<file path="src/rtl/mcp47feb_dac_scheduler_if.sv">
// ---------------------------------------------------------------------------
// mcp47feb_dac_scheduler_if
// Command and write-data streams between the MCP47FEB DAC scheduler and
// i2c_master, plus the master's busy/missed_ack status.
//   master modport : scheduler side (drives cmd_* and data_in*)
//   slave modport  : i2c_master side (drives cmd_ready, data_in_ready,
//                    i2c_busy, missed_ack)
// ---------------------------------------------------------------------------
interface mcp47feb_dac_scheduler_if;
  logic [6:0] cmd_address;
  logic       cmd_start;
  logic       cmd_write_multiple;
  logic       cmd_stop;
  logic       cmd_valid;
  logic       cmd_ready;
  logic [7:0] data_in;
  logic       data_in_valid;
  logic       data_in_last;
  logic       data_in_ready;
  logic       i2c_busy;
  logic       missed_ack;

  modport master (
    output cmd_address, cmd_start, cmd_write_multiple, cmd_stop, cmd_valid,
    output data_in, data_in_valid, data_in_last,
    input  cmd_ready, data_in_ready, i2c_busy, missed_ack
  );

  modport slave (
    input  cmd_address, cmd_start, cmd_write_multiple, cmd_stop, cmd_valid,
    input  data_in, data_in_valid, data_in_last,
    output cmd_ready, data_in_ready, i2c_busy, missed_ack
  );
endinterface

</file>
<file path="src/rtl/mcp47feb_dac_scheduler.sv">
// ---------------------------------------------------------------------------
// mcp47feb_dac_scheduler
// Shadows the two MCP47FEB DAC channel codes, coalesces repeated updates to a
// channel that is still pending, and turns dirty channels into 3-byte I2C
// write frames on the shared i2c_master streams using round-robin arbitration.
//
// Ports:
//   clk, rst         clock, asynchronous active-low reset
//   wr_en/wr_channel/wr_value   shadow register write (always accepted)
//   pending          dirty flag per channel
//   sched_ready      sticky: DAC power-up delay has elapsed
//   done             1-cycle pulse at the end of a frame
//   done_channel     channel of the last completed frame
//   done_nack        qualifies done: the frame saw a missed ACK
//   err_count        saturating count of failed frames
//   i2c              i2c_master command/data streams and status (master side)
//
// Optional build macro: DAC_SCHED_RETRY_EN
//   When defined, a NACKed frame is re-sent up to MAX_RETRY times before it is
//   reported; otherwise every NACKed frame completes with done_nack = 1.
// ---------------------------------------------------------------------------
module mcp47feb_dac_scheduler #(
  parameter int         STARTUP_CYCLES = 100000,
  parameter logic [6:0] DEV_ADDR       = 7'b110_0000,
  parameter int         MAX_RETRY      = 3
) (
  input  logic        clk,
  input  logic        rst,
  input  logic        wr_en,
  input  logic        wr_channel,
  input  logic [11:0] wr_value,
  output logic [1:0]  pending,
  output logic        sched_ready,
  output logic        done,
  output logic        done_channel,
  output logic        done_nack,
  output logic [7:0]  err_count,
  mcp47feb_dac_scheduler_if.master i2c
);

  localparam logic [2:0] ST_STARTUP = 3'd0;
  localparam logic [2:0] ST_IDLE    = 3'd1;
  localparam logic [2:0] ST_CMD     = 3'd2;
  localparam logic [2:0] ST_B0      = 3'd3;
  localparam logic [2:0] ST_B1      = 3'd4;
  localparam logic [2:0] ST_B2      = 3'd5;
  localparam logic [2:0] ST_WAIT    = 3'd6;

  localparam int CNT_W = $clog2(STARTUP_CYCLES + 1);

  logic [2:0]       state;
  logic [CNT_W-1:0] startup_cnt;
  logic [1:0][11:0] shadow;
  logic             last;
  logic             tx_ch;
  logic [11:0]      tx_value;
  logic             nack_seen;

  logic             sel_ch;
  logic             start_frame;
  logic [1:0]       pending_nxt;
  logic             in_frame;
  logic             frame_nack;
  logic             wait_exit;
  logic             retry_go;

  // Both dirty: alternate away from the last served channel.
  assign sel_ch      = (pending == 2'b11) ? ~last : pending[1];
  assign start_frame = (state == ST_IDLE) && (pending != 2'b00);
  assign in_frame    = (state == ST_CMD) || (state == ST_B0) || (state == ST_B1) ||
                       (state == ST_B2)  || (state == ST_WAIT);
  // A missed ACK in the exit cycle itself still belongs to this frame.
  assign frame_nack  = nack_seen | i2c.missed_ack;
  assign wait_exit   = (state == ST_WAIT) && !i2c.i2c_busy && i2c.cmd_ready;

  // Select clears the flag, but a write landing in the same cycle re-sets it
  // so the newer value is sent in a following frame.
  always_comb begin
    pending_nxt = pending;
    if (start_frame) pending_nxt[sel_ch] = 1'b0;
    if (wr_en)       pending_nxt[wr_channel] = 1'b1;
  end

`ifdef DAC_SCHED_RETRY_EN
  localparam int RETRY_W = (MAX_RETRY < 1) ? 1 : $clog2(MAX_RETRY + 1);
  logic [RETRY_W-1:0] retry_cnt;

  assign retry_go = wait_exit && frame_nack && (retry_cnt != RETRY_W'(MAX_RETRY));

  always_ff @(posedge clk or negedge rst) begin
    if (!rst) begin
      retry_cnt <= '0;
    end else if (start_frame) begin
      retry_cnt <= '0;
    end else if (retry_go) begin
      retry_cnt <= retry_cnt + 1'b1;
    end
  end
`else
  assign retry_go = 1'b0;
`endif

  // Stream outputs decode straight from state so an asynchronous reset drops
  // every valid immediately.
  assign i2c.cmd_valid          = (state == ST_CMD);
  assign i2c.cmd_start          = (state == ST_CMD);
  assign i2c.cmd_write_multiple = (state == ST_CMD);
  assign i2c.cmd_stop           = (state == ST_CMD);
  assign i2c.cmd_address        = (state == ST_CMD) ? DEV_ADDR : 7'd0;
  assign i2c.data_in_valid      = (state == ST_B0) || (state == ST_B1) || (state == ST_B2);
  assign i2c.data_in_last       = (state == ST_B2);

  always_comb begin
    i2c.data_in = 8'h00;
    case (state)
      ST_B0:   i2c.data_in = {4'b0000, tx_ch, 2'b00, 1'b0};
      ST_B1:   i2c.data_in = {4'b0000, tx_value[11:8]};
      ST_B2:   i2c.data_in = tx_value[7:0];
      default: i2c.data_in = 8'h00;
    endcase
  end

  always_ff @(posedge clk or negedge rst) begin
    if (!rst) begin
      state        <= ST_STARTUP;
      startup_cnt  <= '0;
      sched_ready  <= 1'b0;
      pending      <= 2'b00;
      shadow       <= '0;
      last         <= 1'b1;
      tx_ch        <= 1'b0;
      tx_value     <= 12'd0;
      nack_seen    <= 1'b0;
      done         <= 1'b0;
      done_channel <= 1'b0;
      done_nack    <= 1'b0;
      err_count    <= 8'd0;
    end else begin
      done    <= 1'b0;
      pending <= pending_nxt;
      if (wr_en) shadow[wr_channel] <= wr_value;
      // Set first; a CMD-entry clear below takes priority.
      if (in_frame && i2c.missed_ack) nack_seen <= 1'b1;

      case (state)
        ST_STARTUP: begin
          if (startup_cnt == CNT_W'(STARTUP_CYCLES - 1)) begin
            sched_ready <= 1'b1;
            state       <= ST_IDLE;
          end else begin
            startup_cnt <= startup_cnt + 1'b1;
          end
        end
        ST_IDLE: begin
          if (start_frame) begin
            tx_value  <= shadow[sel_ch];
            tx_ch     <= sel_ch;
            last      <= sel_ch;
            nack_seen <= 1'b0;
            state     <= ST_CMD;
          end
        end
        ST_CMD:  if (i2c.cmd_ready)     state <= ST_B0;
        ST_B0:   if (i2c.data_in_ready) state <= ST_B1;
        ST_B1:   if (i2c.data_in_ready) state <= ST_B2;
        ST_B2:   if (i2c.data_in_ready) state <= ST_WAIT;
        ST_WAIT: begin
          if (retry_go) begin
            nack_seen <= 1'b0;
            state     <= ST_CMD;
          end else if (wait_exit) begin
            done         <= 1'b1;
            done_channel <= tx_ch;
            done_nack    <= frame_nack;
            if (frame_nack && (err_count != 8'hFF)) err_count <= err_count + 8'd1;
            state <= ST_IDLE;
          end
        end
        default: state <= ST_STARTUP;
      endcase
    end
  end

endmodule

</file>
<file path="src/flat_wrapper.sv">
// flat-port wrapper written by rule: the top's interface ports become plain ports
module mcp47feb_dac_scheduler_flat 
#(
  parameter int         STARTUP_CYCLES = 100000,
  parameter logic [6:0] DEV_ADDR       = 7'b110_0000,
  parameter int         MAX_RETRY      = 3
)
  (clk, rst, wr_en, wr_channel, wr_value, pending, sched_ready, done, done_channel, done_nack, err_count, i2c_cmd_address, i2c_cmd_start, i2c_cmd_write_multiple, i2c_cmd_stop, i2c_cmd_valid, i2c_data_in, i2c_data_in_valid, i2c_data_in_last, i2c_cmd_ready, i2c_data_in_ready, i2c_i2c_busy, i2c_missed_ack);
  mcp47feb_dac_scheduler_if i2c_i ();
  input  logic clk;
  input  logic rst;
  input  logic wr_en;
  input  logic wr_channel;
  input  logic [11:0] wr_value;
  output logic [1:0] pending;
  output logic sched_ready;
  output logic done;
  output logic done_channel;
  output logic done_nack;
  output logic [7:0] err_count;
  output wire logic [$bits(i2c_i.cmd_address)-1:0] i2c_cmd_address;
  output wire logic [$bits(i2c_i.cmd_start)-1:0] i2c_cmd_start;
  output wire logic [$bits(i2c_i.cmd_write_multiple)-1:0] i2c_cmd_write_multiple;
  output wire logic [$bits(i2c_i.cmd_stop)-1:0] i2c_cmd_stop;
  output wire logic [$bits(i2c_i.cmd_valid)-1:0] i2c_cmd_valid;
  output wire logic [$bits(i2c_i.data_in)-1:0] i2c_data_in;
  output wire logic [$bits(i2c_i.data_in_valid)-1:0] i2c_data_in_valid;
  output wire logic [$bits(i2c_i.data_in_last)-1:0] i2c_data_in_last;
  input wire logic [$bits(i2c_i.cmd_ready)-1:0] i2c_cmd_ready;
  input wire logic [$bits(i2c_i.data_in_ready)-1:0] i2c_data_in_ready;
  input wire logic [$bits(i2c_i.i2c_busy)-1:0] i2c_i2c_busy;
  input wire logic [$bits(i2c_i.missed_ack)-1:0] i2c_missed_ack;
  assign i2c_cmd_address = i2c_i.cmd_address;
  assign i2c_cmd_start = i2c_i.cmd_start;
  assign i2c_cmd_write_multiple = i2c_i.cmd_write_multiple;
  assign i2c_cmd_stop = i2c_i.cmd_stop;
  assign i2c_cmd_valid = i2c_i.cmd_valid;
  assign i2c_data_in = i2c_i.data_in;
  assign i2c_data_in_valid = i2c_i.data_in_valid;
  assign i2c_data_in_last = i2c_i.data_in_last;
  assign i2c_i.cmd_ready = i2c_cmd_ready;
  assign i2c_i.data_in_ready = i2c_data_in_ready;
  assign i2c_i.i2c_busy = i2c_i2c_busy;
  assign i2c_i.missed_ack = i2c_missed_ack;
  mcp47feb_dac_scheduler #(.STARTUP_CYCLES(STARTUP_CYCLES), .DEV_ADDR(DEV_ADDR), .MAX_RETRY(MAX_RETRY)) u_core (.clk(clk), .rst(rst), .wr_en(wr_en), .wr_channel(wr_channel), .wr_value(wr_value), .pending(pending), .sched_ready(sched_ready), .done(done), .done_channel(done_channel), .done_nack(done_nack), .err_count(err_count), .i2c(i2c_i));
endmodule
</file>
<file path="config.mk">
export PLATFORM = sky130hd
export DESIGN_NAME = mcp47feb_dac_scheduler_flat
export DESIGN_NICKNAME = d
export VERILOG_FILES = /design/src/rtl/mcp47feb_dac_scheduler_if.sv /design/src/rtl/mcp47feb_dac_scheduler.sv /design/src/flat_wrapper.sv
export SDC_FILE = /design/constraint.sdc
export NUM_CORES = 1
export LEC_CHECK = 0
export CAP_MARGIN = 30
export CORE_ASPECT_RATIO = 1.25
export CORE_UTILIZATION = 53
export CTS_CLUSTER_SIZE = 25
export DETAILED_ROUTE_END_ITERATION = 10
export PLACE_DENSITY = 0.89
export REMOVE_ABC_BUFFERS = 1
export SYNTH_ARGS = -nofsm -noshare
export SYNTH_HDL_FRONTEND = slang
export SYNTH_SLANG_ARGS = --single-unit
</file>
<file path="constraint.sdc">
create_clock -name clk -period 2.4 [get_ports clk]
set_input_delay 0.24 -clock clk [delete_from_list [all_inputs] [get_ports clk]]
set_output_delay 0.24 -clock clk [all_outputs]
set_load 0.01 [all_outputs]
</file>
==> results of run 1 <==
==> metal layers <==
metal | share of wire (%) | up-vias | track usage (%) | routed length [µm]
met5 | 0 | - | 0 | 0
met4 | 1.7 | 0 | 11.6 | 116
met3 | 4.0 | 12 | 5.02 | 268
met2 | 52 | 63 | 35.0 | 3480
met1 | 42 | 1176 | 27.9 | 2780
li1 | - | 1092 | - | -
==> flip-flops by register name (all words and copies together), names as in the netlist, 2 cells and up <==
register and count:
u_core.shadow 24, u_core.startup_cnt 17, u_core.tx_value 12, u_core.err_count 8, u_core.state 3, u_core.pending 2
==> power by group through the flow <==
stage / Sequential (W) / Clock [W] / Combinational, W
after global routing: 0.00134 / 0.00144 / 0.000170
after global placement: 0.00135 / 0 / 0.000148
after detailed placement: 0.00135 / 0 / 0.000155
after floorplan: 0.00134 / 0 / 0.0000725
after CTS: 0.00133 / 0.00137 / 0.000156
final: 0.00133 / 0.00136 / 0.000153
==> how the worst max path moves through the flow <==
stage,end,slack [ns],cells past startpoint
3_5_place_dp,u_core.err_count[7]$_DFFE_PN0P_,0.35,6
3_3_place_gp,u_core.err_count[6]$_DFFE_PN0P_,0.38,5
2_1_floorplan,u_core.tx_value[0]$_DFFE_PN0P_,0.16,4
5_1_grt,i2c_data_in[3],0.04,5
4_1_cts,i2c_data_in[3],0.04,4
6_report,i2c_data_in[3],0.14,5
==> metrics by stage <==
| stage | power (W) | cells | setup slack [ns] | cell area [µm²] | utilization [%] |
|---|---|---|---|---|---|
| 3_5_place_dp | 0.00151 | 403 | 0.352 | 3920 | 66.0 |
| 6_report | 0.00284 | 420 | 0.143 | 4220 | 71.1 |
| 2_1_floorplan | 0.00141 | 261 | 0.161 | 3240 | - |
| 5_1_grt | 0.00294 | 420 | 0.0369 | 4220 | 71.1 |
| 3_3_place_gp | 0.00150 | 403 | 0.384 | 3920 | 66.0 |
| 4_1_cts | 0.00286 | 420 | 0.0403 | 4220 | 71.1 |
==> final cells by class <==
type	count	area (µm²)
sequential	73	1830
fill	406	1710
multi-input combinational	185	1400
timing repair buffer	61	591
clock inverter	7	166
clock buffer	9	124
tap	82	103
inverter	3	11.3
==> worst register-to-register path, cell delays in order, from the launching register on <==
cell and delay, ns:
dfrtp_1 0.40, buf_4 0.18, or3_1 0.44, nor3_1 0.56, nand4_1 0.20, xnor2_1 0.17
==> repair_timing <==
| action | 4_1_cts | 5_1_grt |
|---|---|---|
| setup endpoints to repair | 0 | 14 |
| hold buffers | 1 | 0 |
| endpoints found under the hold margin | 72 | 0 |
| buffers inserted | 0 | 0 |
| resized for setup | 0 | 2 |
==> kinds of logic (layout without fill, tap and decap cells) <==
kind of cell    count (synthesis)  in the layout
simple gates                   91             91
flops                          73             73
compound gates                 32             32
mux                            31             31
buf+inv                        24             80
xor+xnor                       23             23
fa+ha+maj                       3              3
other cells                     1              5
==> cells in the final DEF (no fill, tap or decap), types with 5 or more instances in the layout <==
cell type,netlist,routed
dfrtp_1,72,70
clkdlybuf4s50_1,0,48
mux2_2,27,27
xnor2_1,16,16
nand2_1,14,14
and2_0,12,12
a221o_1,12,12
nand3_1,11,11
nor2_1,10,10
buf_4,10,10
clkbuf_8,0,9
and3_1,8,8
xor2_1,6,6
nand4_1,5,5
conb_1,1,5
bufinv_16,0,5
==> impl_results.md, run 1 <==
* Die W at 73.0 µm
* Pleak at 1.86 nW
* Top-area cell type share of the netlist area at 54.0%
* Crit Path Category: register to output port
* Worst Max-Slew Pin Slew at 0.619 ns
* Final Hold Vio Count at 0
* Final wirelength at 6640 µm
* Main flop type after synthesis: dfrtp_1
* DRC viols at 0
* Sw Pwr at 0.000560 W
* Drt wl/cell at approximately 16 µm
* Row count at 31
* Worst Hold Class: input pin to async pin
* Max Slew Vio Count at 0
* Initial Util at 56.3%
* Largest family of logic cells by synthesized area: simple AND/OR/NAND/NOR gates
* Max FO, Critical Path at 15
* Avg Synthesized Cell Area at 12.0 µm²
* Synth top cells by count: dfrtp_1, mux2_2, xnor2_1
* XOR/XNOR Fraction of Synth Area at 6.26%
* Comb pwr share at 5.4%
* Compound-cell area share of the yosys netlist at 7.72%
* Synthesis Warnings at 0
* Area of the die at about 0.0066 mm²
* CTS buffer count at 9
* Largest net degree at the start of global routing at 74
* Worst-path clk slew at 0.07 ns
* Buf+Inv Stages, Crit Path at 2
* Number of global-route vias before repair at roughly 2400
* Internal power at between 0.002 and 0.0025 W
* Grt total ovfl at 0
* Worst reg2reg path startpoint: u_core.state[0]$_DFFE_PN0P_
* Final Setup Violations at 0
* Synth cell types at between 40 and 50
* Worst path cell trace: inv_1, ha_1, nand2_1, o22ai_1, clkdlybuf4s50_1
* Seq cells post-synth at 73
* Critical Path AT at slightly above 2 ns
* Post-Route Setup TNS at 0 ns
* CTS H-Tree Depth at 3
* Critical Path Source: u_core.state[1]$_DFFE_PN0P_
* Critical path's top delay family: buffers and inverters
* Root Driver: clkbuf_8
* Total core area at 0.00593 mm²
* CP peak stage delay at 0.56 ns
* Die H at approximately 91 µm
* Tmin final at 2.26 ns
* Vias per Instance at 5.58
* Clock share of power at 48.0%
* Sequential share of the synthesized area at 54.7%
* Skew final at 0.00756 ns
* R2R Setup Slk at 0.33 ns
* Global-route wire length before repair at 11200 µm
* Post-synth EDFFs at 0
* IO Pins at 55
* Ant. Diodes at 0
* Period utilisation layout at 94.1%
* Post-synthesis mux area share at roughly a tenth
* Critical path's slowest cell: clkdlybuf4s50_1
* Critical Path Start Type: register
* Routability cong. at 0.767
* DR iter-0 viols at 153
* Cells after synthesis at 278
* Most common cell in the synthesized netlist: dfrtp_1
* Port bufs at 49
* Yosys top cell by area: dfrtp_1
* Total GRT Usage at about 22%
* 1st-pass router iterations at 4
* Status: finished, final reports clean
* Via count at around 2300
* Peak VDD IR at 0.591 mV
* Synth top area cells: dfrtp_1, mux2_2, xnor2_1
* Clk buf depth at 2
* Worst r2r dst: u_core.startup_cnt[11]$_DFFE_PN0P_
* Min Hold Slack at 0.442 ns
* Synth Area in Adders at 1.12%
* R2R cell count at 5
* Unrepaired setup endpoints after global routing: no
* Worst EP required at 2.16 ns
* Fraction of the mapped netlist area in simple logic gates at approximately 16%
* Pwr/cell area at 674 mW/mm²
* Synthesized area at roughly 0.0033 mm²
* Clk_lat worst skew at approximately 0.35 ns
* Async SR Flop Fraction at 100%
* Antenna-violating nets left at 0
* Share of cells above drive strength 1 at 18.3%
* Max cap viols at 0
* Nets at 356
* Fmax at ~0.44 GHz
* Dpl hpwl at 4280 µm
* Area Growth Syn to Fin at 26.4%
* Critical path endpoint category: output port
* Antenna violations before repair at 0
* TritonCTS clock tree: yes
* Seq pwr share at between 40% and 50%
* Max-slew headroom at 58.4%
* Sw Ratio at 19.7%
* # clock sinks at 73
Power figures use the tool's default switching activity.
==> inputs of run 2 (changes only) <==
- ABC_CLOCK_PERIOD_IN_PS: unset -> 2400
==> results of run 2 <==
The final DEF is identical to that of run 1; final timing and power are the same.
==> inputs of run 3 (changes only) <==
- CORE_ASPECT_RATIO: 1.25 -> unset
- PLACE_DENSITY: 0.89 -> 0.9
==> run 3 against run 2 <==
  * Maximum frequency down 1.8%
  * Worst hold slack worse by 0.027 ns
  * Final cell count fell by 2.1%
  * Combinational power about the same
  * Global-route usage increased by 0.15 points
  * Sequential share of layout area grew 1.5 points
  * Highest routed layer unchanged
==> impl_results.md, run 3 (synthesis gave the netlist of run 1 again) <==
* Status: finished, final reports clean
* CTS buffer count at 9 (unchanged)
* Worst Hold Class: input pin to async pin
* Max FO, Critical Path at 16 (+1)
* # clock sinks at 73 (unchanged)
* Design area at 0.00408 mm² (-3.3%)
* IO Pins at 55 (unchanged)
* CTS H-Tree Depth at 3 (unchanged)
* Row count at 28 (-9.7%)
* GRT busiest layer: met2
* Worst-path clk slew at 0.07 ns (about the same)
* Max Slew Vio Count at 0 (unchanged)
* Tmin final at 2.30 ns (+0.0416 ns)
* Worst EP required at 2.16 ns (about the same)
* Global-route wire length before repair at 11000 µm (-1.7%)
* Max-slew headroom at 59.4% (+0.94 points)
* Die W at 81.4 µm (+11%)
* Skew final at 0.00743 ns (-0.000128 ns)
* Biggest registers after layout: u_core.shadow (24), u_core.startup_cnt (17), u_core.tx_value (12)
* Post-Route Setup TNS at 0 ns (unchanged)
* Total core area at 0.00599 mm² (+0.95%)
* Share of cells above drive strength 1 at 17.6% (-0.78 points)
* Met2 GRT Util at 35.8% (+0.80 points)
* Drt wl/cell at 15.9 µm (+0.85%)
* Pleak at 1.80 nW (-3.0%)
* Unrepaired setup endpoints after global routing: no
* Initial Util at 55.7% (-0.53 points)
* Final Hold Vio Count at 0 (unchanged)
* Largest net degree at the start of global routing at 50 (-32%)
* Port bufs at 49 (unchanged)
* Critical path's slowest cell: clkdlybuf4s50_1
* 1st-pass router iterations at 4 (unchanged)
* DRC viols at 0 (unchanged)
* TritonCTS clock tree: yes
* Pre-CTS WS at 0.250 ns (-0.102 ns)
* Dpl hpwl at 4470 µm (+4.3%)
* Peak VDD IR at 0.487 mV (-18%)
* Final wirelength at 6560 µm (-1.3%)
* Vias per Instance at 5.62 (+0.71%)
* Buf+Inv Stages, Crit Path at 1 (-1)
* Crit Path Category: register to output port
* Fmax at 0.435 GHz (-1.8%)
* Root Driver: clkbuf_8
* CP peak stage delay at 0.56 ns (about the same)
* Critical Path Start Type: register
* Worst r2r dst: u_core.tx_value[6]$_DFFE_PN0P_
* Max cap viols at 0 (unchanged)
* Worst path cell trace: nor2b_1, nand2_1, o22ai_1, clkdlybuf4s50_1
* Worst Max-Slew Pin Slew at 0.608 ns (-0.0109 ns)
* Worst setup margin at 0.101 ns (-0.0416 ns)
* Max reg flops at 24 (unchanged)
* Ant. Diodes at 0 (unchanged)
* M3 GR Usage at 6.40% (+1.4 points)
* DR iter-0 viols at 130 (-15%)
* Clk buf depth at 2 (unchanged)
* Commonest non-fill, non-tap cell in the layout: dfrtp_1
* # fillers at 444 (+9.4%)
* Area Growth Syn to Fin at 22.3%
* Period utilisation layout at 95.8% (+1.7 points)
* Met1 usage at 28.8% (+0.89 points)
* Grt total ovfl at 0 (unchanged)
* Number of global-route vias before repair at 2285 (-4.4%)
* Critical path's top delay family: buffers and inverters
* Clk_lat worst skew at 0.34 ns (about the same)
* Via count at 2309 (-1.5%)
* Routability cong. at 0.801 (+4.4%)
* Die H at 81.4 µm (-10%)
* R2R cell count at 6 (+1)
* Critical Path AT at 2.06 ns (+0.04 ns)
* Worst reg2reg path startpoint: u_core.state[0]$_DFFE_PN0P_
* Antenna-violating nets left at 0 (unchanged)
* Critical path endpoint category: output port
* Antenna violations before repair at 0 (unchanged)
* R2R Setup Slk at 0.28 ns (-0.05 ns)
* Area of the die at 0.00662 mm² (about the same)
* Nets at 355 (-0.28%)
* Reg with most FFs: u_core.shadow
* Commonest cells after routing, fill and taps aside: dfrtp_1, clkdlybuf4s50_1, mux2_2
* Total GRT Usage at 22.3% (+0.15 points)
* Final Setup Violations at 0 (unchanged)
* Placed cell area at 0.00388 mm² (-0.99%)
* Pwr/cell area at 565 mW/mm² (-16%)
-- run 3: how the worst max path moves through the flow --
stage | start | slack [ns] | endpoint | depth (start not counted)
2_1_floorplan | u_core.state[0]$_DFFE_PN0P_ | 0.16 | u_core.tx_value[0]$_DFFE_PN0P_ | 4
3_3_place_gp | i2c_i2c_busy | 0.28 | u_core.err_count[6]$_DFFE_PN0P_ | 5
3_5_place_dp | i2c_i2c_busy | 0.25 | u_core.err_count[6]$_DFFE_PN0P_ | 5
4_1_cts | u_core.state[1]$_DFFE_PN0P_ | 0.01 | i2c_data_in[3] | 5
5_1_grt | u_core.state[2]$_DFFE_PN0P_ | 0.006 | i2c_data_in[3] | 4
6_report | u_core.state[2]$_DFFE_PN0P_ | 0.10 | i2c_data_in[3] | 4
-- run 3: power breakdown --
part | leakage (nW) | switching (W) | internal, W | total (W)
Clock | 0.0822 | 0.000432 | 0.000395 | 0.000827
Sequential | 0.932 | 0.0000357 | 0.00129 | 0.00133
Combinational | 0.790 | 0.0000626 | 0.0000899 | 0.000152
Total | 1.80 | 0.000530 | 0.00178 | 0.00231
-- run 3: stage by stage --
step	instances	hold slack, ns	util (%)	power (W)
floorplan	261	-0.0556	-	0.00141
global placement	392	0.256	64.8	0.00149
detailed placement	392	0.267	64.8	0.00151
CTS	408	0.437	67.8	0.00233
global route	411	0.491	68.1	0.00241
finish	411	0.414	68.1	0.00231
-- run 3: layer usage --
layer | vias up | part of all wire (%) | routed length [µm]
li1 | 1084 | - | -
met1 | 1164 | 45 | 2960
met2 | 51 | 49 | 3230
met3 | 10 | 4.6 | 301
met4 | 0 | 1.0 | 67
met5 | - | 0 | 0
-- run 3: worst reg2reg max path, delay by kind of cell (launching register included) --
family                 cells  cell delay [ns]
AO/OA/AOI/OAI              2             0.39
flip-flops                 1             0.36
AND/OR/NAND/NOR            2             0.81
buffers and inverters      2             0.49
-- run 3: cell type report --
type	instances	area (µm²)	share of cell area, %
clock buffers	12	145	3.56
clock inverters	3	17.5	0.429
inverters	3	11.3	0.276
multi-input cells	185	1400	34.3
flip-flops and latches	73	1830	44.8
well taps	75	93.8	2.30
repair buffers	60	583	14.3
-- run 3: timing repair --
action / CTS / global route
buffers inserted: 0 / 3
hold buffers: 1 / 0
resized for setup: 2 / 1
hold endpoints to repair: 24 / 0
setup endpoints to repair: 7 / 4
